$ cat config.mk
export PLATFORM = sky130hd
export DESIGN_NAME = shift_add_mult_flat
export DESIGN_NICKNAME = d
export VERILOG_FILES = /design/src/rtl/shift_add_mult_pkg.sv /design/src/rtl/shift_add_mult_if.sv /design/src/rtl/shift_add_mult_ripple_add.sv /design/src/rtl/shift_add_mult.sv /design/src/flat_wrapper.sv
export SDC_FILE = /design/constraint.sdc
export NUM_CORES = 1
export LEC_CHECK = 0
export CAP_MARGIN = 30
export CORE_ASPECT_RATIO = 1.2
export CORE_MARGIN = 3
export CORE_UTILIZATION = 47
export CTS_BUF_LIST = sky130_fd_sc_hd__clkbuf_4
export DETAILED_ROUTE_END_ITERATION = 8
export PLACE_DENSITY = 0.77
export SETUP_SLACK_MARGIN = 0.4
export SLEW_MARGIN = 20
export SYNTH_ARGS = -nofsm -noshare
export SYNTH_HDL_FRONTEND = slang
export SYNTH_SLANG_ARGS = --single-unit
export TNS_END_PERCENT = 100
$ cat constraint.sdc
create_clock -name clk -period 2.1 [get_ports clk]
set_input_delay 0.315 -clock clk [delete_from_list [all_inputs] [get_ports clk]]
set_output_delay 0.315 -clock clk [all_outputs]
set_load 0.01 [all_outputs]
$ cat src/rtl/shift_add_mult_pkg.sv
// Shared definitions for the shift-and-add multiplier: FSM state encoding,
// the state type and the default operand width.
package mult_pkg;

  localparam int DEFAULT_WIDTH = 4;

  typedef logic [1:0] state_t;

  localparam state_t ST_IDLE = 2'd0;
  localparam state_t ST_CALC = 2'd1;
  localparam state_t ST_DONE = 2'd2;

endpackage

$ cat src/rtl/shift_add_mult_if.sv
// Request/response bundle between a controller (master) and the multiplier (slave).
interface shift_add_mult_if #(
  parameter int WIDTH = mult_pkg::DEFAULT_WIDTH
) ();
  import mult_pkg::*;

  // start is only sampled while the multiplier is idle. a and b are captured on
  // that same accepting edge. busy stays high for WIDTH cycles, then done pulses
  // for one cycle. product is valid from the done cycle and holds until the next
  // completion or reset. state mirrors the internal FSM for observation.
  logic                 start;
  logic [WIDTH-1:0]     a;
  logic [WIDTH-1:0]     b;
  logic                 busy;
  logic                 done;
  logic [2*WIDTH-1:0]   product;
  state_t               state;

  modport master (
    output start, a, b,
    input  busy, done, product, state
  );

  modport slave (
    input  start, a, b,
    output busy, done, product, state
  );

endinterface

$ cat src/rtl/shift_add_mult_ripple_add.sv
// Purely combinational WIDTH-bit ripple-carry adder, same port order as the 4-bit adder.
module ripple_add #(
  parameter int WIDTH = 4
) (
  output logic [WIDTH-1:0] sum,
  output logic             cout,
  input  logic [WIDTH-1:0] a,
  input  logic [WIDTH-1:0] b,
  input  logic             cin
);

  logic [WIDTH:0] carry;

  assign carry[0] = cin;

  for (genvar i = 0; i < WIDTH; i++) begin : g_bit
    assign sum[i]     = a[i] ^ b[i] ^ carry[i];
    assign carry[i+1] = (a[i] & b[i]) | (carry[i] & (a[i] ^ b[i]));
  end

  assign cout = carry[WIDTH];

endmodule

$ cat src/rtl/shift_add_mult.sv
// Sequential unsigned shift-and-add multiplier: one multiplier bit per cycle,
// WIDTH cycles per multiply, registered and held 2*WIDTH-bit product.
module shift_add_mult
  import mult_pkg::*;
#(
  parameter int WIDTH = DEFAULT_WIDTH
) (
  input  logic               clk,
  input  logic               rst,
  shift_add_mult_if.slave    bus
);

  localparam int               CW      = $clog2(WIDTH) + 1;
  localparam logic [CW-1:0]    CNT_ONE = CW'(1);
  localparam logic [CW-1:0]    LAST    = CW'(WIDTH - 1);

  state_t               state_q,   state_d;
  logic [WIDTH-1:0]     m_q,       m_d;
  logic [WIDTH-1:0]     acc_q,     acc_d;
  logic [WIDTH-1:0]     q_q,       q_d;
  logic [CW-1:0]        cnt_q,     cnt_d;
  logic [2*WIDTH-1:0]   product_q, product_d;

  logic [WIDTH-1:0]     addend;
  logic [WIDTH-1:0]     add_s;
  logic                 add_c;
  logic [2*WIDTH-1:0]   shifted;

  assign addend = q_q[0] ? m_q : '0;

  ripple_add #(.WIDTH(WIDTH)) u_add (
    .sum  (add_s),
    .cout (add_c),
    .a    (acc_q),
    .b    (addend),
    .cin  (1'b0)
  );

  // Carry becomes the MSB of the new upper half, so the result never overflows.
  assign shifted = {add_c, add_s, q_q[WIDTH-1:1]};

  always_comb begin
    state_d   = state_q;
    m_d       = m_q;
    acc_d     = acc_q;
    q_d       = q_q;
    cnt_d     = cnt_q;
    product_d = product_q;
    case (state_q)
      ST_IDLE: begin
        if (bus.start) begin
          m_d     = bus.a;
          q_d     = bus.b;
          acc_d   = '0;
          cnt_d   = '0;
          state_d = ST_CALC;
        end
      end
      ST_CALC: begin
        {acc_d, q_d} = shifted;
        cnt_d        = cnt_q + CNT_ONE;
        if (cnt_q == LAST) begin
          product_d = shifted;
          state_d   = ST_DONE;
        end
      end
      ST_DONE: begin
        state_d = ST_IDLE;
      end
      default: begin
        state_d = ST_IDLE;
      end
    endcase
  end

  always_ff @(posedge clk) begin
    if (rst) begin
      state_q   <= ST_IDLE;
      m_q       <= '0;
      acc_q     <= '0;
      q_q       <= '0;
      cnt_q     <= '0;
      product_q <= '0;
    end else begin
      state_q   <= state_d;
      m_q       <= m_d;
      acc_q     <= acc_d;
      q_q       <= q_d;
      cnt_q     <= cnt_d;
      product_q <= product_d;
    end
  end

  assign bus.busy    = (state_q == ST_CALC);
  assign bus.done    = (state_q == ST_DONE);
  assign bus.product = product_q;
  assign bus.state   = state_q;

endmodule

$ cat src/flat_wrapper.sv
// flat-port wrapper written by rule: the top's interface ports become plain ports
module shift_add_mult_flat import mult_pkg::*;
#(
  parameter int WIDTH = DEFAULT_WIDTH
)
  (clk, rst, bus_start, bus_a, bus_b, bus_busy, bus_done, bus_product, bus_state);
  shift_add_mult_if #(.WIDTH(WIDTH)) bus_i ();
  input  logic clk;
  input  logic rst;
  input wire logic [$bits(bus_i.start)-1:0] bus_start;
  input wire logic [$bits(bus_i.a)-1:0] bus_a;
  input wire logic [$bits(bus_i.b)-1:0] bus_b;
  output wire logic [$bits(bus_i.busy)-1:0] bus_busy;
  output wire logic [$bits(bus_i.done)-1:0] bus_done;
  output wire logic [$bits(bus_i.product)-1:0] bus_product;
  output wire logic [$bits(bus_i.state)-1:0] bus_state;
  assign bus_i.start = bus_start;
  assign bus_i.a = bus_a;
  assign bus_i.b = bus_b;
  assign bus_busy = bus_i.busy;
  assign bus_done = bus_i.done;
  assign bus_product = bus_i.product;
  assign bus_state = bus_i.state;
  shift_add_mult #(.WIDTH(WIDTH)) u_core (.clk(clk), .rst(rst), .bus(bus_i));
endmodule
==> metrics.md <==
| Metric | Value |
|---|---|
| Status | `complete, but fails checks` |
| Failing checks | `negative setup slack` |
| HPWL after DPL | `about 1600 um` |
| Initial antenna violation count | `0` |
| Area Overhead vs Synth | `28.73%` |
| Worst-Skew Late Latency | `0.31 ns` |
| CTS buffer count | `3` |
| Sw Share | `roughly a quarter` |
| Seq/Total Area, Yosys | `approximately 45%` |
| Max_cap viols | `0` |
| WP data arrival | `roughly 2.4 ns` |
| Flop and latch count out of synthesis | `25` |
| Mean Syn Cell Area | `between 9 and 10 um2` |
| YS warnings | `0` |
| Initial DRC Count | `19` |
| I/O pins | `23` |
| Rel. slew slack | `about 70%` |
| Clock Pin Slew Worst Setup and Hold Paths | `0.13 ns` |
| Post-synth top area cell | `dfxtp_1` |
| RSZ-0062 raised after global routing | `yes` |
| Combinational power share | `between 10% and 20%` |
| Largest net degree at the start of global routing | `26` |
| Top cells by count, synth | `dfxtp_1, nor2_1, mux2i_1` |
| Yosys cell types | `26` |
| Clock Sinks | `25` |
| R2r setup slk | `-0.04 ns` |
| Max FO, Critical Path | `2` |
| CTS Hold Bufs | `0` |
| Vias/cell | `5.251` |
| Antenna-violating nets left | `0` |
| EDFF count, synth | `0` |
| Cell Rows | `18` |
| Core area | `0.002162 mm2` |
| Top-count cell post-synth | `dfxtp_1` |
| CTS H-Tree Depth | `1` |
| Post-Syn Area | `between 0.001 and 0.0015 mm2` |
| GR Overflow Total | `0` |
| Place WS | `-0.1156 ns` |
| Final Skew | `between 0.003 and 0.004 ns` |
| Fraction of layout cells with a size suffix above 1 | `between 10% and 20%` |
| Layout Cells excl Fill | `~170` |
| Met1 WL | `around 940 um` |
| Placed insts | `between 150 and 200` |
| Diode count | `0` |
| Die Y | `59.35 um` |
| Hold WC Path Type | `flop to flop` |
| Met3 wire len | `around 63 um` |
| Setup ws final | `-0.04271 ns` |
| Die area | `approximately 0.003 mm2` |
| PD cells | `574.5 mW/mm2` |
| Internal | `~630 uW` |
| Net Switching | `192.0 uW` |
| Maximum VDD drop | `around 0.55 mV` |
| IO Port Bufs | `22` |
| Initial Utilization | `between 50% and 60%` |
| Worst Max-Slew Pin Slew | `between 0.4 and 0.5 ns` |
| Worst path required time | `about 2.3 ns` |
| Share of power burned in registers | `60.7%` |
| Met2 wire length | `about 1100 um` |
| CTS root buffer | `clkbuf_4` |
| Tot Pwr | `between 800 and 900 uW` |
| Syn Nets | `130` |
| Kind of start point of the critical path | `flop` |
| Setup Viol. Count Final | `2` |
| Leak pwr | `slightly above 0.5 nW` |
| Routed WL | `2140 um` |
| Synth async-reset ratio | `0%` |
| Vias in the first global route | `just over 800` |
| Critical setup path kind | `flop to flop` |
| Synth top area cells | `dfxtp_1, mux2i_1, nor2_1, fa_1, a211oi_2` |
| Routed len/inst | `12.81 um` |
| Mapped Cells | `between 100 and 150` |
| Top Metal Used | `met4` |
| Most common flop cell mapped by yosys | `dfxtp_1` |
| GRT Total Usage | `roughly 17%` |
| Final Hold Fails | `0` |
| Router iterations before antenna repair | `4` |
| Clock Power Share | `26.8%` |
| CP Capture Type | `flop` |
| Via count | `~880` |
| First-pass GRT wire length | `3650 um` |
| Synth top area share | `44.89%` |
| Placer Congestion | `0.7393` |
| DRC | `0` |
| Fin crit share | `102.0%` |
| Nets | `roughly 160` |
| Max frequency | `about 0.47 GHz` |
| Min Tclk post-route | `2.143 ns` |
| CTS tree | `built` |
| Clk buf depth | `2` |
| Final core utilization | `between 60% and 70%` |
| Chip Width | `between 50 and 60 um` |
| Pins over their slew limit | `0` |
[per-stage QoR]
step                      hold slack [ns]  area [um2]  setup TNS [ns]
after global placement             0.4611        1358        -0.07153
after floorplan                    0.4487        1121        -0.06473
after global routing               0.5137        1435         -0.2255
final                              0.4926        1435        -0.08131
after CTS                          0.4935        1414        -0.09470
after detailed placement           0.4754        1358         -0.2147
[layer usage]
| metal | up-vias | global-route usage [%] |
|---|---|---|
| met4 | 0 | 10.38 |
| met2 | 18 | 29.10 |
| met1 | 422 | 18.60 |
| met5 | - | 0 |
| met3 | 5 | 3.023 |
| li1 | 432 | - |
[final cells by class]
type	count	area [um2]
Clock buffer	4	30.03
Timing Repair Buffer	28	276.5
Tap cell	30	37.54
Fill cell	189	726.9
Sequential cell	25	508.0
Inverter	6	22.52
Multi-Input combinational cell	74	560.5
[timing repair]
action / 4_1_cts / 5_1_grt
resized for setup: 10 / 1
pin swaps: 3 / 0
buffers inserted: 0 / 1
endpoints found under the setup margin: 10 / 10
[path summary, 6_finish.rpt]
path                                    start              end  depth (start not counted)
worst max-delay path            u_core.m_q[0]  u_core.acc_q[2]                          8
worst min-delay path            u_core.m_q[0]    u_core.m_q[0]                          2
worst max register to register  u_core.m_q[0]  u_core.acc_q[2]                          8
worst min register to register  u_core.m_q[0]    u_core.m_q[0]                          2
[cell usage in the layout (no fill, tap or decap), types with 2 or more instances in the layout]
master and count:
clkdlybuf4s50_1 21, dfxtp_1 21, nor2_1 18, mux2i_1 8, nand2_1 7, inv_1 5, a21oi_1 5, buf_4 5
a2bb2oi_1 4, o21ai_0 4, a211oi_1 4, a211oi_2 4, clkbuf_4 4, nand2b_1 3, nor2b_1 3, dfxtp_2 3
fa_2 2, ha_1 2
[state kept, by name, summed over array words and instances (netlist names)]
name	cells
u_core.bus.product	8
u_core.bus.state	2
u_core.q_q	4
u_core.cnt_q	3
u_core.m_q	4
u_core.acc_q	4
[cells by family after synthesis]
logic type	count (synthesis)	share of synthesized area [%]
flops	25	44.89
mux	8	7.183
compound gates	24	16.84
fa+ha+maj	6	8.755
simple gates	36	15.04
buf+inv	14	7.294
[critical path: stages, from the launching register on]
cell       delay, ns
dfxtp_2         0.35
and2_4          0.14
ha_4            0.12
inv_2           0.03
fa_2            0.32
fa_2            0.35
fa_1            0.52
a2bb2oi_1       0.17
nor2_1          0.05
[power by group through the flow]
stage          clock network (mW)  registers (mW)  logic, mW
2_1_floorplan                   0           0.510     0.0579
4_1_cts                     0.236           0.503     0.0959
5_1_grt                     0.258           0.503      0.114
6_report                    0.221           0.500      0.104
3_3_place_gp                    0           0.512     0.0914
3_5_place_dp                    0           0.513     0.0945
No activity file was read; power rests on OpenSTA's default activity.
